File: config.mk
export PLATFORM = sky130hd
export DESIGN_NAME = pipe_elastic_reg
export DESIGN_NICKNAME = d
export VERILOG_FILES = /design/src/rtl/pipe_elastic_reg_pkg.sv /design/src/rtl/pipe_elastic_reg_wrap_ctr.sv /design/src/rtl/pipe_elastic_reg.sv
export SDC_FILE = /design/constraint.sdc
export NUM_CORES = 1
export LEC_CHECK = 0
export BUFFER_PORTS_ARGS = -buffer_cell sky130_fd_sc_hd__buf_2
export CAP_MARGIN = 20
export CORE_MARGIN = 2
export CORE_UTILIZATION = 25
export CTS_CLUSTER_DIAMETER = 100
export CTS_CLUSTER_SIZE = 30
export DETAILED_ROUTE_END_ITERATION = 16
export HOLD_SLACK_MARGIN = 0.02
export PLACE_DENSITY = 0.54
export SYNTH_ARGS = -nofsm -noshare
export SYNTH_HDL_FRONTEND = slang
export SYNTH_SLANG_ARGS = --single-unit
export TNS_END_PERCENT = 50
File: constraint.sdc
create_clock -name i_clk -period 9.8 [get_ports i_clk]
set_clock_uncertainty 0.1 [all_clocks]
set_input_delay 1.96 -clock i_clk [delete_from_list [all_inputs] [get_ports i_clk]]
set_output_delay 1.96 -clock i_clk [all_outputs]
set_load 0.005 [all_outputs]
File: src/rtl/pipe_elastic_reg_pkg.sv
// Width helpers shared by the elastic pipeline register and its pointer counters.
package pipe_elastic_reg_pkg;

   function automatic int cnt_width(input int depth);
      return $clog2(depth + 1);
   endfunction

   // A single-entry buffer still needs a 1-bit pointer so port and signal widths stay legal.
   function automatic int ptr_width(input int depth);
      return (depth > 1) ? $clog2(depth) : 1;
   endfunction

endpackage

File: src/rtl/pipe_elastic_reg_wrap_ctr.sv
// Modulo-DEPTH pointer counter with synchronous clear; wraps DEPTH-1 -> 0 by explicit compare.
module wrap_ctr #(
   parameter int DEPTH = 2,
   parameter int W     = 1
) (
   input  logic         i_clk,
   input  logic         i_rstn,
   input  logic         clr,
   input  logic         inc,
   output logic [W-1:0] q
);

   localparam logic [W-1:0] LAST = W'(DEPTH - 1);

   always_ff @(posedge i_clk) begin
      if (!i_rstn) begin
         q <= '0;
      end else if (clr) begin
         q <= '0;
      end else if (inc) begin
         q <= (q == LAST) ? '0 : q + W'(1);
      end
   end

endmodule

File: src/rtl/pipe_elastic_reg.sv
// Elastic pipeline register: DEPTH-entry FIFO with valid/ready on both sides, flush and occupancy.
module pipe_elastic_reg
   import pipe_elastic_reg_pkg::*;
#(
   parameter int               WIDTH       = 32,
   parameter int               DEPTH       = 2,
   parameter logic [WIDTH-1:0] RESET_VALUE = {WIDTH{1'b0}}
) (
   input  logic                         i_clk,
   input  logic                         i_rstn,
   input  logic [WIDTH-1:0]             i_d,
   input  logic                         i_valid,
   output logic                         o_ready,
   output logic [WIDTH-1:0]             o_q,
   output logic                         o_valid,
   input  logic                         i_ready,
   input  logic                         i_flush,
   output logic [cnt_width(DEPTH)-1:0]  o_count
);

   localparam int               CNT_W = cnt_width(DEPTH);
   localparam int               PTR_W = ptr_width(DEPTH);
   localparam logic [CNT_W-1:0] FULL  = CNT_W'(DEPTH);

   logic [WIDTH-1:0] mem [DEPTH];
   logic [CNT_W-1:0] count;
   logic [PTR_W-1:0] wr_ptr;
   logic [PTR_W-1:0] rd_ptr;
   logic             push;
   logic             pop;

   // Ready depends on occupancy only, so downstream i_ready never reaches o_ready.
   assign o_ready = (count < FULL);
   assign o_valid = (count != '0);
   assign o_q     = mem[rd_ptr];
   assign o_count = count;
   assign push    = i_valid & o_ready;
   assign pop     = o_valid & i_ready;

   always_ff @(posedge i_clk) begin
      if (!i_rstn) begin
         count <= '0;
      end else if (i_flush) begin
         count <= '0;
      end else if (push && !pop) begin
         count <= count + CNT_W'(1);
      end else if (pop && !push) begin
         count <= count - CNT_W'(1);
      end
   end

   // Flush leaves storage untouched; it only suppresses the write that cycle.
   always_ff @(posedge i_clk) begin
      if (!i_rstn) begin
         for (int i = 0; i < DEPTH; i++) begin
            mem[i] <= RESET_VALUE;
         end
      end else if (push && !i_flush) begin
         mem[wr_ptr] <= i_d;
      end
   end

   wrap_ctr #(
      .DEPTH (DEPTH),
      .W     (PTR_W)
   ) u_wr_ctr (
      .i_clk  (i_clk),
      .i_rstn (i_rstn),
      .clr    (i_flush),
      .inc    (push),
      .q      (wr_ptr)
   );

   wrap_ctr #(
      .DEPTH (DEPTH),
      .W     (PTR_W)
   ) u_rd_ctr (
      .i_clk  (i_clk),
      .i_rstn (i_rstn),
      .clr    (i_flush),
      .inc    (pop),
      .q      (rd_ptr)
   );

endmodule

==> metrics.cfg <==
[global_routing]
grt_overflow_total = 0
grt_pass1_wl_mm = 10.0
grt_start_max_net_pins = 65
grt_pass1_vias = 1951
grt_usage_pct = 10.4
antenna_found_initial = 0

[hold_path]
hold_class = register to register

[placement]
dpl_cell_area_mm2 = 0.00355
pre_cts_ws_ps = 6250
port_buffers = 72
dp_hpwl_mm = 3.93
dpl.cell_count = 412
gp_congestion = 0.680

[cts]
cts-root-buf = clkbuf_16
clockBufferDepth = 2
cts.repair.resized = 0
htree_levels = 3
cts.sinks = 69
cts_hold_buf = 0
cts_tree = built
cts-buffers-inserted = 9
post_cts_buffers = 0
clk_latency_ps = 320
path_clk_slew_ps = 50

[synth]
synth-async-reset-ratio_pct = 0
ys_ff_latch = 69
syn_avg_cell_area_um2 = 14.6
ys.flop_type = edfxtp_1
yosysWarnings = 0
netlist_top_cells_count = and3_1 (65), edfxtp_1 (64), mux2_2 (30), clkbuf_2 (7)
synth_cell_types = 21
synth_area_leaders = edfxtp_1 (64%), and3_1 (13%), mux2_2 (11%)
synth_nets = 245
synth_top_cell_by_area = edfxtp_1
synthCells = 207
yosysMostFrequentCell = and3_1
synth.cell_area_mm2 = 0.00302
synth.top_cell.area_share_pct = 63.7
seq_area_frac_synth_pct = 67.0
synth_edf_count = 64

[power]
p_leak_nw = 1.80
p_per_area_mw_per_mm2 = 200
ir_drop_mv = 0.0831

[sta]
report.final.slew_viol_count = 0
fin_crit_ps = 3830
fin_tns_setup_ps = 0
slew_headroom_pct = 32.0
worst_pin_slew_ps = 1020
hold_viol = 0
rsz0062_at_grt = false
holdWs_ps = 415
max_freq_mhz = 261
fin_ws_ps = 5970
fin_crit_sh_pct = 39.0
setup_violations = 0

[floorplan]
die_h_um = 114
coreArea_mm2 = 0.0119
io_pins = 73
fp.dieArea_mm2 = 0.0130
num_rows = 40
fp.dieW_um = 114
initial_core_util_pct = 25.3

[drt]
antenna_left = 0
vias_per_cell = 4.39
dr.first_iter.drc_count = 97
route.detailed.drc = 0
dr.pass1.iters = 4
wire_per_inst_um = 14.9
via_count = 1878
drt-total-wl_mm = 6.39

[worst_setup_path]
criticalPathCategory = register to primary output
cp-start-kind = register
arrival_ps = 1770
path_max_fanout = 32
worstPathRequired_ps = 7740
setup.worst_path.end_class = primary output

[layout]
final_nets = 314
instances_no_fill = 428
diodes = 0
area_growth_pct = 29.0
layout-drive-gt1-share_pct = 44.8
design_area_mm2 = 0.00389
fillers = 1205

[flow_run]
drv_cap = 0

[outcome]
status = complete, no violations

[state kept, by name, indices dropped and copies added, names as in the netlist, named ones only]
signal / count
u_rd_ctr.q: 1
o_count: 2
mem: 64
u_wr_ctr.q: 1
[cell type report]
class,count,area (um^2),share of cell area [%]
clock buffers,10,229,5.88
multi-input cells,119,928,23.8
well taps,147,184,4.72
inverters,2,7.51,0.193
clock inverters,6,111,2.86
flip-flops and latches,69,2020,52.0
repair buffers,75,410,10.5
[per-layer routing]
metal  routed length [um]  GRT usage, %  up-vias  part of all wire (%)
met1                 2740          11.9      904                    43
met5                    0             0        -                     0
met3                  458          4.14        9                   7.2
met4                   91          4.15        0                   1.4
met2                 3090          17.4       49                    48
li1                     -             -      916                     -
[worst max-delay path, stage by stage, from the launching register on]
cell,delay [ps]
dfxtp_2,870
mux2_2,430
buf_2,130
[path summary, 6_finish.rpt]
check	end	slack (ps)	cells past startpoint	startpoint
max	o_q[1]	5970	2	register
min	register	410	2	u_rd_ctr.q$_SDFFE_PP0P_
max reg2reg	mem[1][1]$_SDFFCE_PN0P_	7930	2	o_count[1]$_SDFFE_PP0P_
min reg2reg	register	410	2	u_rd_ctr.q$_SDFFE_PP0P_
[metrics by stage]
stage	total power [mW]	utilization [%]
floorplan	0.387	-
global placement	0.418	29.5
detailed placement	0.422	29.8
CTS	0.790	32.7
global route	0.808	32.7
finish	0.781	32.7
[power breakdown]
group | switching (mW) | internal [mW] | leakage [nW]
logic | 0.0347 | 0.0321 | 0.926
registers | 0.00714 | 0.340 | 0.712
clock network | 0.119 | 0.248 | 0.163
total | 0.160 | 0.620 | 1.80
[cells by family (layout without fill, tap and decap cells)]
group | count (synthesis) | after routing | synth area share (%)
mux | 32 | 32 | 11.9
simple gates | 77 | 77 | 15.4
xor+xnor | 4 | 4 | 1.16
buf+inv | 19 | 93 | 3.23
fa+ha+maj | 1 | 1 | 0.414
compound gates | 5 | 5 | 0.912
flops | 69 | 69 | 67.0
[placed cells by master (no fill, tap or decap), types with 2 or more instances in the layout]
master,netlist,routed
clkbuf_16,0,9
nand2_1,3,3
dfxtp_1,5,4
buf_2,2,72
and2b_1,2,2
bufinv_16,0,3
edfxtp_1,64,64
and3_1,65,64
o21ai_0,3,2
mux2_2,30,30
xor2_1,3,3
nor2_1,5,4
mux2_1,2,2
inv_1,2,2
Note: power is estimated with default switching activity, not from simulation.
